### config.mk
export PLATFORM = sky130hd
export DESIGN_NAME = instruction_sequencer
export DESIGN_NICKNAME = d
export VERILOG_FILES = /design/src/rtl/instruction_sequencer_pkg.sv /design/src/rtl/sequencer_watchdog.sv /design/src/rtl/instruction_sequencer.sv
export SDC_FILE = /design/constraint.sdc
export NUM_CORES = 1
export LEC_CHECK = 0
export CORE_MARGIN = 5
export CORE_UTILIZATION = 40
export CTS_CLUSTER_DIAMETER = 100
export DETAILED_ROUTE_END_ITERATION = 12
export PLACE_DENSITY = 0.76
export SYNTH_ARGS = -nofsm -noshare
export SYNTH_HDL_FRONTEND = slang
export SYNTH_SLANG_ARGS = --single-unit
### constraint.sdc
create_clock -name clk -period 2.55 [get_ports clk]
set_clock_uncertainty 0.15 [all_clocks]
set_input_delay 0.3825 -clock clk [delete_from_list [all_inputs] [get_ports clk]]
set_output_delay 0.3825 -clock clk [all_outputs]
set_load 0.01 [all_outputs]
### src/rtl/instruction_sequencer_pkg.sv
// Shared definitions for the multi-cycle instruction sequencer: state encoding,
// mcause codes and the default reset pc.
package instruction_sequencer_pkg;

    localparam logic [31:0] DEFAULT_RESET_ADDRESS = 32'h0000_0000;

    typedef enum logic [2:0] {
        ST_HALTED,
        ST_FETCH,
        ST_EXECUTE,
        ST_MEMORY,
        ST_WRITEBACK,
        ST_TRAP
    } seq_state_e;

    localparam logic [3:0] CAUSE_INSTR_MISALIGNED = 4'd0;
    localparam logic [3:0] CAUSE_INSTR_FAULT      = 4'd1;
    localparam logic [3:0] CAUSE_ILLEGAL_INSTR    = 4'd2;
    localparam logic [3:0] CAUSE_BREAKPOINT       = 4'd3;
    localparam logic [3:0] CAUSE_LOAD_FAULT       = 4'd5;
    localparam logic [3:0] CAUSE_STORE_FAULT      = 4'd7;
    localparam logic [3:0] CAUSE_ECALL            = 4'd11;

    // Decoder inputs are only meaningful while an instruction is being worked on.
    function automatic logic decoder_live(input seq_state_e state);
        return state inside {ST_EXECUTE, ST_MEMORY, ST_WRITEBACK};
    endfunction

endpackage

### src/rtl/sequencer_watchdog.sv
// Bus-access watchdog: counts request cycles and flags the cycle in which the
// LIMIT-th consecutive cycle without an acknowledge is reached.
module sequencer_watchdog #(
    parameter int unsigned          WIDTH = 8,
    parameter logic [WIDTH-1:0]     LIMIT = 8'd255
) (
    input  logic clk,
    input  logic rst_n,
    input  logic clear,
    input  logic count_en,
    output logic expired
);

    localparam logic [WIDTH-1:0] LAST = LIMIT - WIDTH'(1);

    logic [WIDTH-1:0] count_q;
    logic [WIDTH-1:0] count_d;

    always_comb begin
        count_d = count_q;
        if (clear) begin
            count_d = '0;
        end else if (count_en) begin
            count_d = count_q + WIDTH'(1);
        end
    end

    // Combinational so the caller can let an ack in the same cycle take priority.
    assign expired = count_en && (count_q == LAST);

    always_ff @(posedge clk or negedge rst_n) begin
        if (!rst_n) begin
            count_q <= '0;
        end else begin
            count_q <= count_d;
        end
    end

endmodule

### src/rtl/instruction_sequencer.sv
// Multi-cycle control FSM: fetch, execute, memory, writeback and trap entry for
// one instruction at a time; owns the pc and retirement strobes.
module instruction_sequencer
    import instruction_sequencer_pkg::*;
#(
    parameter logic [31:0]              RESET_ADDRESS  = DEFAULT_RESET_ADDRESS,
    parameter int unsigned              TIMEOUT_WIDTH  = 8,
    parameter logic [TIMEOUT_WIDTH-1:0] TIMEOUT_CYCLES = 8'd255
) (
    input  logic        clk,
    input  logic        rst_n,
    input  logic        haltRequest,
    output logic        instrReq,
    output logic [31:0] instrAddr,
    input  logic        instrAck,
    input  logic [31:0] instrData,
    output logic [31:0] currentInstruction,
    output logic        isNOP,
    input  logic        isLoad,
    input  logic        isStore,
    input  logic        isJAL,
    input  logic        isJALR,
    input  logic        isBranch,
    input  logic        isECALL,
    input  logic        isEBREAK,
    input  logic        isRET,
    input  logic        invalidInstruction,
    input  logic [4:0]  rdIndex,
    input  logic        jumpTaken,
    input  logic [31:0] jumpTarget,
    input  logic [31:0] retAddress,
    input  logic [31:0] trapVector,
    output logic        memReq,
    input  logic        memAck,
    input  logic        memError,
    output logic        regWriteEnable,
    output logic        retire,
    output logic        trapRequest,
    output logic [3:0]  trapCause,
    output logic [31:0] trapPC,
    output logic        halted
);

    seq_state_e  state_q, state_d;
    logic [31:0] pc_q, pc_d;
    logic [31:0] instr_q, instr_d;
    logic        is_nop_q, is_nop_d;
    logic        instr_req_q, instr_req_d;
    logic        mem_req_q, mem_req_d;
    logic        reg_we_q, reg_we_d;
    logic        retire_q, retire_d;
    logic        trap_req_q, trap_req_d;
    logic [3:0]  trap_cause_q, trap_cause_d;
    logic [31:0] trap_pc_q, trap_pc_d;
    logic        halted_q, halted_d;

    logic        enter_trap;
    logic [3:0]  trap_code;
    logic        writes_rd;
    logic [3:0]  data_fault_cause;
    logic        wd_clear;
    logic        wd_count;
    logic        wd_expired;

    // Execute has already folded the jump kind into jumpTaken/jumpTarget.
    logic        unused_jump_kind;
    assign unused_jump_kind = isJAL ^ isJALR;

    assign writes_rd        = (rdIndex != 5'd0) && !(isStore || isBranch);
    assign data_fault_cause = isStore ? CAUSE_STORE_FAULT : CAUSE_LOAD_FAULT;

    always_comb begin
        // NOTE: every _d gets its hold value first so no path can infer a latch.
        state_d      = state_q;
        pc_d         = pc_q;
        instr_d      = instr_q;
        instr_req_d  = instr_req_q;
        mem_req_d    = mem_req_q;
        trap_cause_d = trap_cause_q;
        trap_pc_d    = trap_pc_q;
        enter_trap   = 1'b0;
        trap_code    = CAUSE_INSTR_MISALIGNED;

        case (state_q)
            ST_HALTED: begin
                if (!haltRequest) state_d = ST_FETCH;
            end
            ST_FETCH: begin
                if (!instr_req_q) begin
                    // First FETCH cycle is the instruction boundary: halt or launch.
                    if (haltRequest) begin
                        state_d = ST_HALTED;
                    end else if (pc_q[1:0] != 2'b00) begin
                        enter_trap = 1'b1;
                        trap_code  = CAUSE_INSTR_MISALIGNED;
                    end else begin
                        instr_req_d = 1'b1;
                    end
                end else if (instrAck) begin
                    instr_req_d = 1'b0;
                    instr_d     = instrData;
                    state_d     = ST_EXECUTE;
                end else if (wd_expired) begin
                    instr_req_d = 1'b0;
                    enter_trap  = 1'b1;
                    trap_code   = CAUSE_INSTR_FAULT;
                end
            end
            ST_EXECUTE: begin
                if (invalidInstruction) begin
                    enter_trap = 1'b1;
                    trap_code  = CAUSE_ILLEGAL_INSTR;
                end else if (isECALL) begin
                    enter_trap = 1'b1;
                    trap_code  = CAUSE_ECALL;
                end else if (isEBREAK) begin
                    enter_trap = 1'b1;
                    trap_code  = CAUSE_BREAKPOINT;
                end else if (isLoad || isStore) begin
                    mem_req_d = 1'b1;
                    state_d   = ST_MEMORY;
                end else begin
                    state_d = ST_WRITEBACK;
                end
            end
            ST_MEMORY: begin
                if (memAck) begin
                    mem_req_d = 1'b0;
                    if (memError) begin
                        enter_trap = 1'b1;
                        trap_code  = data_fault_cause;
                    end else begin
                        state_d = ST_WRITEBACK;
                    end
                end else if (wd_expired) begin
                    mem_req_d  = 1'b0;
                    enter_trap = 1'b1;
                    trap_code  = data_fault_cause;
                end
            end
            ST_WRITEBACK: begin
                pc_d    = jumpTaken ? jumpTarget : (isRET ? retAddress : pc_q + 32'd4);
                state_d = haltRequest ? ST_HALTED : ST_FETCH;
            end
            ST_TRAP: begin
                pc_d    = trapVector;
                state_d = haltRequest ? ST_HALTED : ST_FETCH;
            end
            default: begin
                state_d     = ST_FETCH;
                instr_req_d = 1'b0;
                mem_req_d   = 1'b0;
            end
        endcase

        if (enter_trap) begin
            state_d      = ST_TRAP;
            trap_cause_d = trap_code;
            trap_pc_d    = pc_q;
        end

        trap_req_d = enter_trap;
        retire_d   = (state_d == ST_WRITEBACK);
        reg_we_d   = retire_d && writes_rd;
        halted_d   = (state_d == ST_HALTED);
        is_nop_d   = !decoder_live(state_d);
    end

    assign wd_count = instr_req_q | mem_req_q;
    assign wd_clear = (state_d != state_q) | (instr_req_q & instrAck) | (mem_req_q & memAck);

    sequencer_watchdog #(
        .WIDTH (TIMEOUT_WIDTH),
        .LIMIT (TIMEOUT_CYCLES)
    ) u_watchdog (
        .clk      (clk),
        .rst_n    (rst_n),
        .clear    (wd_clear),
        .count_en (wd_count),
        .expired  (wd_expired)
    );

    // NOTE: sequential state is only ever updated with non-blocking assignments.
    always_ff @(posedge clk or negedge rst_n) begin
        if (!rst_n) begin
            state_q      <= ST_FETCH;
            pc_q         <= RESET_ADDRESS;
            instr_q      <= 32'h0;
            is_nop_q     <= 1'b1;
            instr_req_q  <= 1'b0;
            mem_req_q    <= 1'b0;
            reg_we_q     <= 1'b0;
            retire_q     <= 1'b0;
            trap_req_q   <= 1'b0;
            trap_cause_q <= 4'd0;
            trap_pc_q    <= 32'h0;
            halted_q     <= 1'b0;
        end else begin
            state_q      <= state_d;
            pc_q         <= pc_d;
            instr_q      <= instr_d;
            is_nop_q     <= is_nop_d;
            instr_req_q  <= instr_req_d;
            mem_req_q    <= mem_req_d;
            reg_we_q     <= reg_we_d;
            retire_q     <= retire_d;
            trap_req_q   <= trap_req_d;
            trap_cause_q <= trap_cause_d;
            trap_pc_q    <= trap_pc_d;
            halted_q     <= halted_d;
        end
    end

    assign instrReq           = instr_req_q;
    assign instrAddr          = pc_q;
    assign currentInstruction = instr_q;
    assign isNOP              = is_nop_q;
    assign memReq             = mem_req_q;
    assign regWriteEnable     = reg_we_q;
    assign retire             = retire_q;
    assign trapRequest        = trap_req_q;
    assign trapCause          = trap_cause_q;
    assign trapPC             = trap_pc_q;
    assign halted             = halted_q;

endmodule

==> impl_metrics.json, run 1 <==
{
  "worst_slew_pin_slew_ps": 676,
  "synth_top_area_share_pct": 46.8,
  "clock_power_share_pct": 21.1,
  "hold_class": "register to register",
  "cp.required_ps": 2710,
  "drive_gt1_share_pct": 18.8,
  "startpoint_type": "register",
  "viasPerCell": 5.67,
  "routed_wl_um": 21900,
  "grt_start_max_net_pins": 56,
  "grt_overflow": 0,
  "power.internal_mw": 7.20,
  "firstDrtPassIters": 5,
  "utilization_pct": 64.9,
  "synth-adder-area-share_pct": 0.605,
  "clk_latency_ps": 420,
  "p_sw_share_pct": 36.3,
  "max_freq_ghz": 0.427,
  "grt_pass1_wl_um": 34600,
  "detail_route.wl_per_cell_um": 20.1,
  "fp.dieW_um": 135,
  "maxSlewHeadroom_pct": 55.0,
  "clk_pin_slew_ps": 60,
  "rsz0062_at_grt": "false",
  "ys_seq_area_share_pct": 47.7,
  "drcViolationCount": 0,
  "syn-num-nets": 756,
  "setup-violations-final": 0,
  "ir_drop_mv": 0.641,
  "grt_pass1_vias": 6475,
  "finalSetupTns_ps": 0,
  "cts_tree": "done",
  "yosysTopAreaCell": "dfrtp_1",
  "end_kind": "register",
  "pre_cts_ws_ps": 130,
  "p_switching_mw": 4.10,
  "gp_congestion": 0.880,
  "worstSetupPathType": "register to register",
  "clockRootBuffer": "clkbuf_16",
  "muxShareOfSynthArea_pct": 12.3,
  "hold_viol_final": 0,
  "post-route-period-util_pct": 91.8,
  "cts_sinks": 118,
  "yosys-top-cells-area": "dfrtp_1 (47%), mux2_2 (12%), nor2_1 (3.0%)",
  "htreeDepth": 4,
  "synth_top_family_by_area": "compound AO/OA/AOI/OAI gates",
  "synthArstFlopShare_pct": 100,
  "final_max_slew_viol_count": 0,
  "ys_dominant_reg_cell": "dfrtp_1",
  "num_vias": 6185,
  "synth_warnings": 0,
  "place_hpwl_um": 16600,
  "synth-compound-area-share_pct": 17.5,
  "grt_use_total_pct": 24.3,
  "num_rows": 45,
  "cap_violations": 0,
  "port_buffers": 253,
  "drt_iter0_markers": 376,
  "die-height_um": 135,
  "p_per_area_nw_per_um2": 1140,
  "ios": 256,
  "antenna_left": 0,
  "start_util_pct": 40.8,
  "area_delta_synth_final_pct": 59.2,
  "synth_seq_cells": 118,
  "antenna_found_initial": 1,
  "cts_made_buffers": 17,
  "crit_path_max_fanout": 21,
  "syn_area_um2": 6200,
  "synth.avg_cell_area_um2": 10.3,
  "syn-instance-count": 604,
  "ys_types": 64,
  "status": "finished, final reports clean",
  "min_period_ps": 2340,
  "combPwrFrac_pct": 48.5,
  "leakage_nw": 4.03,
  "p_seq_share_pct": 30.4,
  "layout_setup_ws_ps": 209,
  "synthSimpleGateAreaFrac_pct": 17.0,
  "clock_path_buffers": 2,
  "die_area_um2": 18100,
  "synth_xor_area_share_pct": 1.84,
  "fin_nets": 1040,
  "synth_edf_count": 0,
  "worstPathArrival_ps": 2500,
  "coreArea_um2": 15200,
  "fill_cells": 1198
}
==> logic make-up (layout without fill, tap and decap cells) <==
| group | after synthesis | after routing |
|---|---|---|
| adders and majority gates | 3 | 3 |
| other | 0 | 1 |
| muxes | 68 | 68 |
| xor gates and xnor gates | 13 | 13 |
| DFF | 118 | 118 |
| AOI/OAI and AO/OA | 152 | 152 |
| and+or+nand+nor | 200 | 200 |
| buffers and inverters | 50 | 347 |
==> power by group through the flow <==
stage	clock, mW	sequential (mW)	combinational [mW]
after global placement	0	3.39	5.38
after floorplan	0	3.74	2.18
after CTS	2.43	3.43	5.52
final	2.38	3.43	5.48
after detailed placement	0	3.46	5.49
after global routing	2.51	3.56	5.90
==> through the flow <==
stage | hold WS (ps) | instance area, um^2 | total power, mW | instances
detailed placement | 306 | 9280 | 8.94 | 1056
finish | 351 | 9870 | 11.3 | 1090
global route | 343 | 9870 | 12.0 | 1090
global placement | 294 | 9280 | 8.77 | 1056
CTS | 346 | 9870 | 11.4 | 1089
floorplan | -63.1 | 6200 | 5.92 | 604
==> cell type report <==
class | instances | area [um^2] | area share (%)
diodes | 1 | 2.50 | 0.0253
clock buffers | 17 | 425 | 4.31
clock inverters | 15 | 158 | 1.60
inverters | 13 | 48.8 | 0.494
multi-input cells | 436 | 3060 | 31.0
flip-flops and latches | 118 | 2960 | 29.9
well taps | 188 | 235 | 2.38
repair buffers | 302 | 2990 | 30.3
==> cells in the final DEF, fill, tap and decap left out, types with 7 or more instances in the layout <==
cell               n
inv_6              7
a31o_2             7
clkbuf_16         17
o21ai_0           32
a221oi_1          18
nor2_1            48
dfrtp_1          116
a31oi_1            7
nand4_1            9
mux2_2            65
inv_1             12
buf_12             7
nor2b_1            9
and3_1             8
o22ai_1           10
clkdlybuf4s50_1  252
nand3_1           14
nand2b_1          15
xnor2_1            7
a32o_1             8
nand2_1           40
a21oi_1           20
buf_4             42
o31ai_1            8
nor3_1            18
==> state kept, by name, summed over array words and instances (netlist names) <==
name,flops
u_watchdog.count_q,8
retire,1
trapRequest,1
isNOP,1
memReq,1
instrAddr,32
trapPC,32
regWriteEnable,1
currentInstruction,32
halted,1
trapCause,4
instrReq,1
state_q,3
==> Yosys cell counts (all sizes together) (12+ instances only) <==
library cell  number
dfrtp            116
mux2              65
nor2              50
nand2             40
o21ai             32
clkbuf            28
a21oi             20
nor3              19
a221oi            18
nand2b            15
nand3             15
inv               12
==> repair_timing <==
action / in CTS / in global routing
setup buffers: 0 / 0
hold endpoints to repair: 40 / 0
resized for setup: 0 / 0
hold buffers: 1 / 0
==> layer usage <==
layer | up-vias | track usage (%) | routed length (um)
met4 | 0 | 8.65 | 558
met3 | 43 | 7.19 | 1560
met1 | 3044 | 28.8 | 8620
met2 | 246 | 42.2 | 11200
met5 | - | 0 | 0
li1 | 2852 | - | -
==> final timing paths <==
kind                            startpoint     endpoint  slack [ps]  cells after the start
worst max-delay path            state_q[2]    trapPC[5]         210                      6
worst min-delay path            trapPC[31]   trapPC[31]         350                      1
worst max register to register  state_q[2]    trapPC[5]         210                      6
worst min register to register  trapPC[31]   trapPC[31]         350                      1
max in group asynchronous            rst_n   trapPC[28]        1180                      3
min in group asynchronous            rst_n  trapRequest         390                      2
==> critical path, stage by stage (launching register included) <==
cell and delay (ps):
dfrtp_1 540, or3b_2 570, o32ai_1 290, buf_4 180
nor2_4 50, buf_12 160, mux2_2 280
Note: power is estimated with default switching activity, not from simulation.
==> inputs of run 2 (changes only) <==
--- a/config.mk
+++ b/config.mk
@@ -5,7 +5,6 @@
 export SDC_FILE = /design/constraint.sdc
 export NUM_CORES = 1
 export LEC_CHECK = 0
-export CORE_MARGIN = 5
 export CORE_UTILIZATION = 40
 export CTS_CLUSTER_DIAMETER = 100
 export DETAILED_ROUTE_END_ITERATION = 12
==> constraint.sdc (replaced) <==
create_clock -name clk -period 2.55 [get_ports clk]
set_clock_uncertainty 0.15 [all_clocks]
set_input_delay 0.3825 -clock clk [delete_from_list [all_inputs] [get_ports clk]]
set_output_delay 0.3825 -clock clk [all_outputs]
set_load 0.005 [all_outputs]
==> impl_metrics.json, run 2 (synthesis results as in run 1) <==
{
  "status": "finished, final reports clean",
  "grt_pass1_wl_um": 33600,
  "utilization_pct": 64.9,
  "hold_class": "input port to asynchronous set/reset pin",
  "end_kind": "register",
  "rsz0062_at_grt": "false",
  "firstDrtPassIters": 6,
  "grt_pass1_vias": 6437,
  "port_buffers": 253,
  "post-route-period-util_pct": 95.1,
  "clk_pin_slew_ps": 60,
  "viasPerCell": 5.78,
  "ir_drop_mv": 0.702,
  "drive_gt1_share_pct": 18.5,
  "die_area_um2": 16000,
  "min_period_ps": 2420,
  "clock_path_buffers": 2,
  "num_vias": 6282,
  "startpoint_type": "register",
  "antenna_found_initial": 0,
  "ios": 256,
  "grt_overflow": 0,
  "htreeDepth": 4,
  "post_cts_resized": 0,
  "maxSlewHeadroom_pct": 66.0,
  "n_antenna_cell": 0,
  "gp_congestion": 0.893,
  "layout_setup_ws_ps": 125,
  "clk_latency_ps": 420,
  "final_cell_mix": "clkdlybuf4s50_1 (252), dfrtp_1 (116), mux2_2 (65), nor2_1 (48), buf_4 (42)",
  "die-height_um": 127,
  "drt_iter0_markers": 417,
  "place_hpwl_um": 15500,
  "drcViolationCount": 0,
  "worstPathArrival_ps": 2620,
  "leakage_nw": 4.00,
  "crit_path_max_fanout": 6,
  "cp.required_ps": 2750,
  "final_common_cell": "clkdlybuf4s50_1",
  "detail_route.wl_per_cell_um": 19.1,
  "p_per_area_nw_per_um2": 1120,
  "area_delta_synth_final_pct": 58.6,
  "worstSetupPathType": "register to register",
  "grt_use_total_pct": 26.9,
  "worst_slew_pin_slew_ps": 509,
  "grt_start_max_net_pins": 65,
  "hold_viol_final": 0,
  "cts_made_buffers": 17,
  "cts_sinks": 118,
  "start_util_pct": 40.9,
  "cts_tree": "done",
  "final_max_slew_viol_count": 0,
  "routed_wl_um": 20700,
  "fp.dieW_um": 127,
  "coreArea_um2": 15100,
  "pre_cts_ws_ps": 33.3,
  "fill_cells": 1132,
  "setup-violations-final": 0,
  "fin_nets": 1037,
  "finalSetupTns_ps": 0,
  "num_rows": 45,
  "clockRootBuffer": "clkbuf_16",
  "whs_ps": 237,
  "max_freq_ghz": 0.412,
  "cap_violations": 0,
  "antenna_left": 0,
  "post_cts_buffers": 0
}
[run 2: layer usage]
layer / up-vias / track usage (%) / routed length (um) / share of wire [%]
li1: 2845 / - / - / -
met5: - / 0 / 0 / 0
met1: 3076 / 33.6 / 8570 / 41
met4: 0 / 13.8 / 782 / 3.8
met3: 65 / 6.24 / 1290 / 6.2
met2: 296 / 43.6 / 10100 / 49
[run 2: area by class of cell]
cell class	count	area, um^2	area share [%]
multi-input cells	436	3060	31.1
inverters	13	48.8	0.496
clock buffers	17	425	4.33
clock inverters	15	180	1.83
well taps	188	235	2.39
flip-flops and latches	118	2960	30.1
repair buffers	299	2930	29.8
[run 2: what timing repair did]
action	4_1_cts	5_1_grt
hold endpoints to repair	17	0
endpoints found under the setup margin	0	0
hold buffers	1	0
[run 2: final timing paths]
check,start,to,slack [ps],cells after the start
worst max-delay path,instrAddr[16],instrAddr[21],130,5
worst min-delay path,rst_n,instrAddr[18],240,2
worst max register to register,instrAddr[16],instrAddr[21],130,5
worst min register to register,trapPC[30],trapPC[30],350,1
max in group asynchronous,rst_n,trapPC[11],1250,3
min in group clk,trapPC[30],trapPC[30],350,1
[run 2: power by group]
group | switching, mW | internal (mW)
combinational | 2.05 | 3.02
sequential | 0.736 | 2.74
clock | 0.898 | 1.54
[run 2: metrics by stage]
| stage | power, mW | instances | cell area (um^2) |
|---|---|---|---|
| finish | 11.0 | 1086 | 9830 |
| detailed placement | 8.52 | 1053 | 9220 |
| CTS | 11.0 | 1086 | 9830 |
| global placement | 8.32 | 1053 | 9220 |
| floorplan | 5.61 | 604 | 6200 |
| global route | 11.6 | 1086 | 9830 |
[run 2: critical path: stages (launching register included)]
cell	delay [ps]
dfrtp_1	460
inv_1	80
or4b_1	690
or3_4	450
o31ai_1	280
a32o_1	240
==> inputs of run 3 (changes only) <==
--- a/config.mk
+++ b/config.mk
@@ -6,9 +6,9 @@
 export NUM_CORES = 1
 export LEC_CHECK = 0
 export CORE_UTILIZATION = 40
-export CTS_CLUSTER_DIAMETER = 100
 export DETAILED_ROUTE_END_ITERATION = 12
 export PLACE_DENSITY = 0.76
+export SLEW_MARGIN = 5
 export SYNTH_ARGS = -nofsm -noshare
 export SYNTH_HDL_FRONTEND = slang
 export SYNTH_SLANG_ARGS = --single-unit
==> results of run 3 <==
No change in the layout: final DEF, timing and power equal those of run 2.
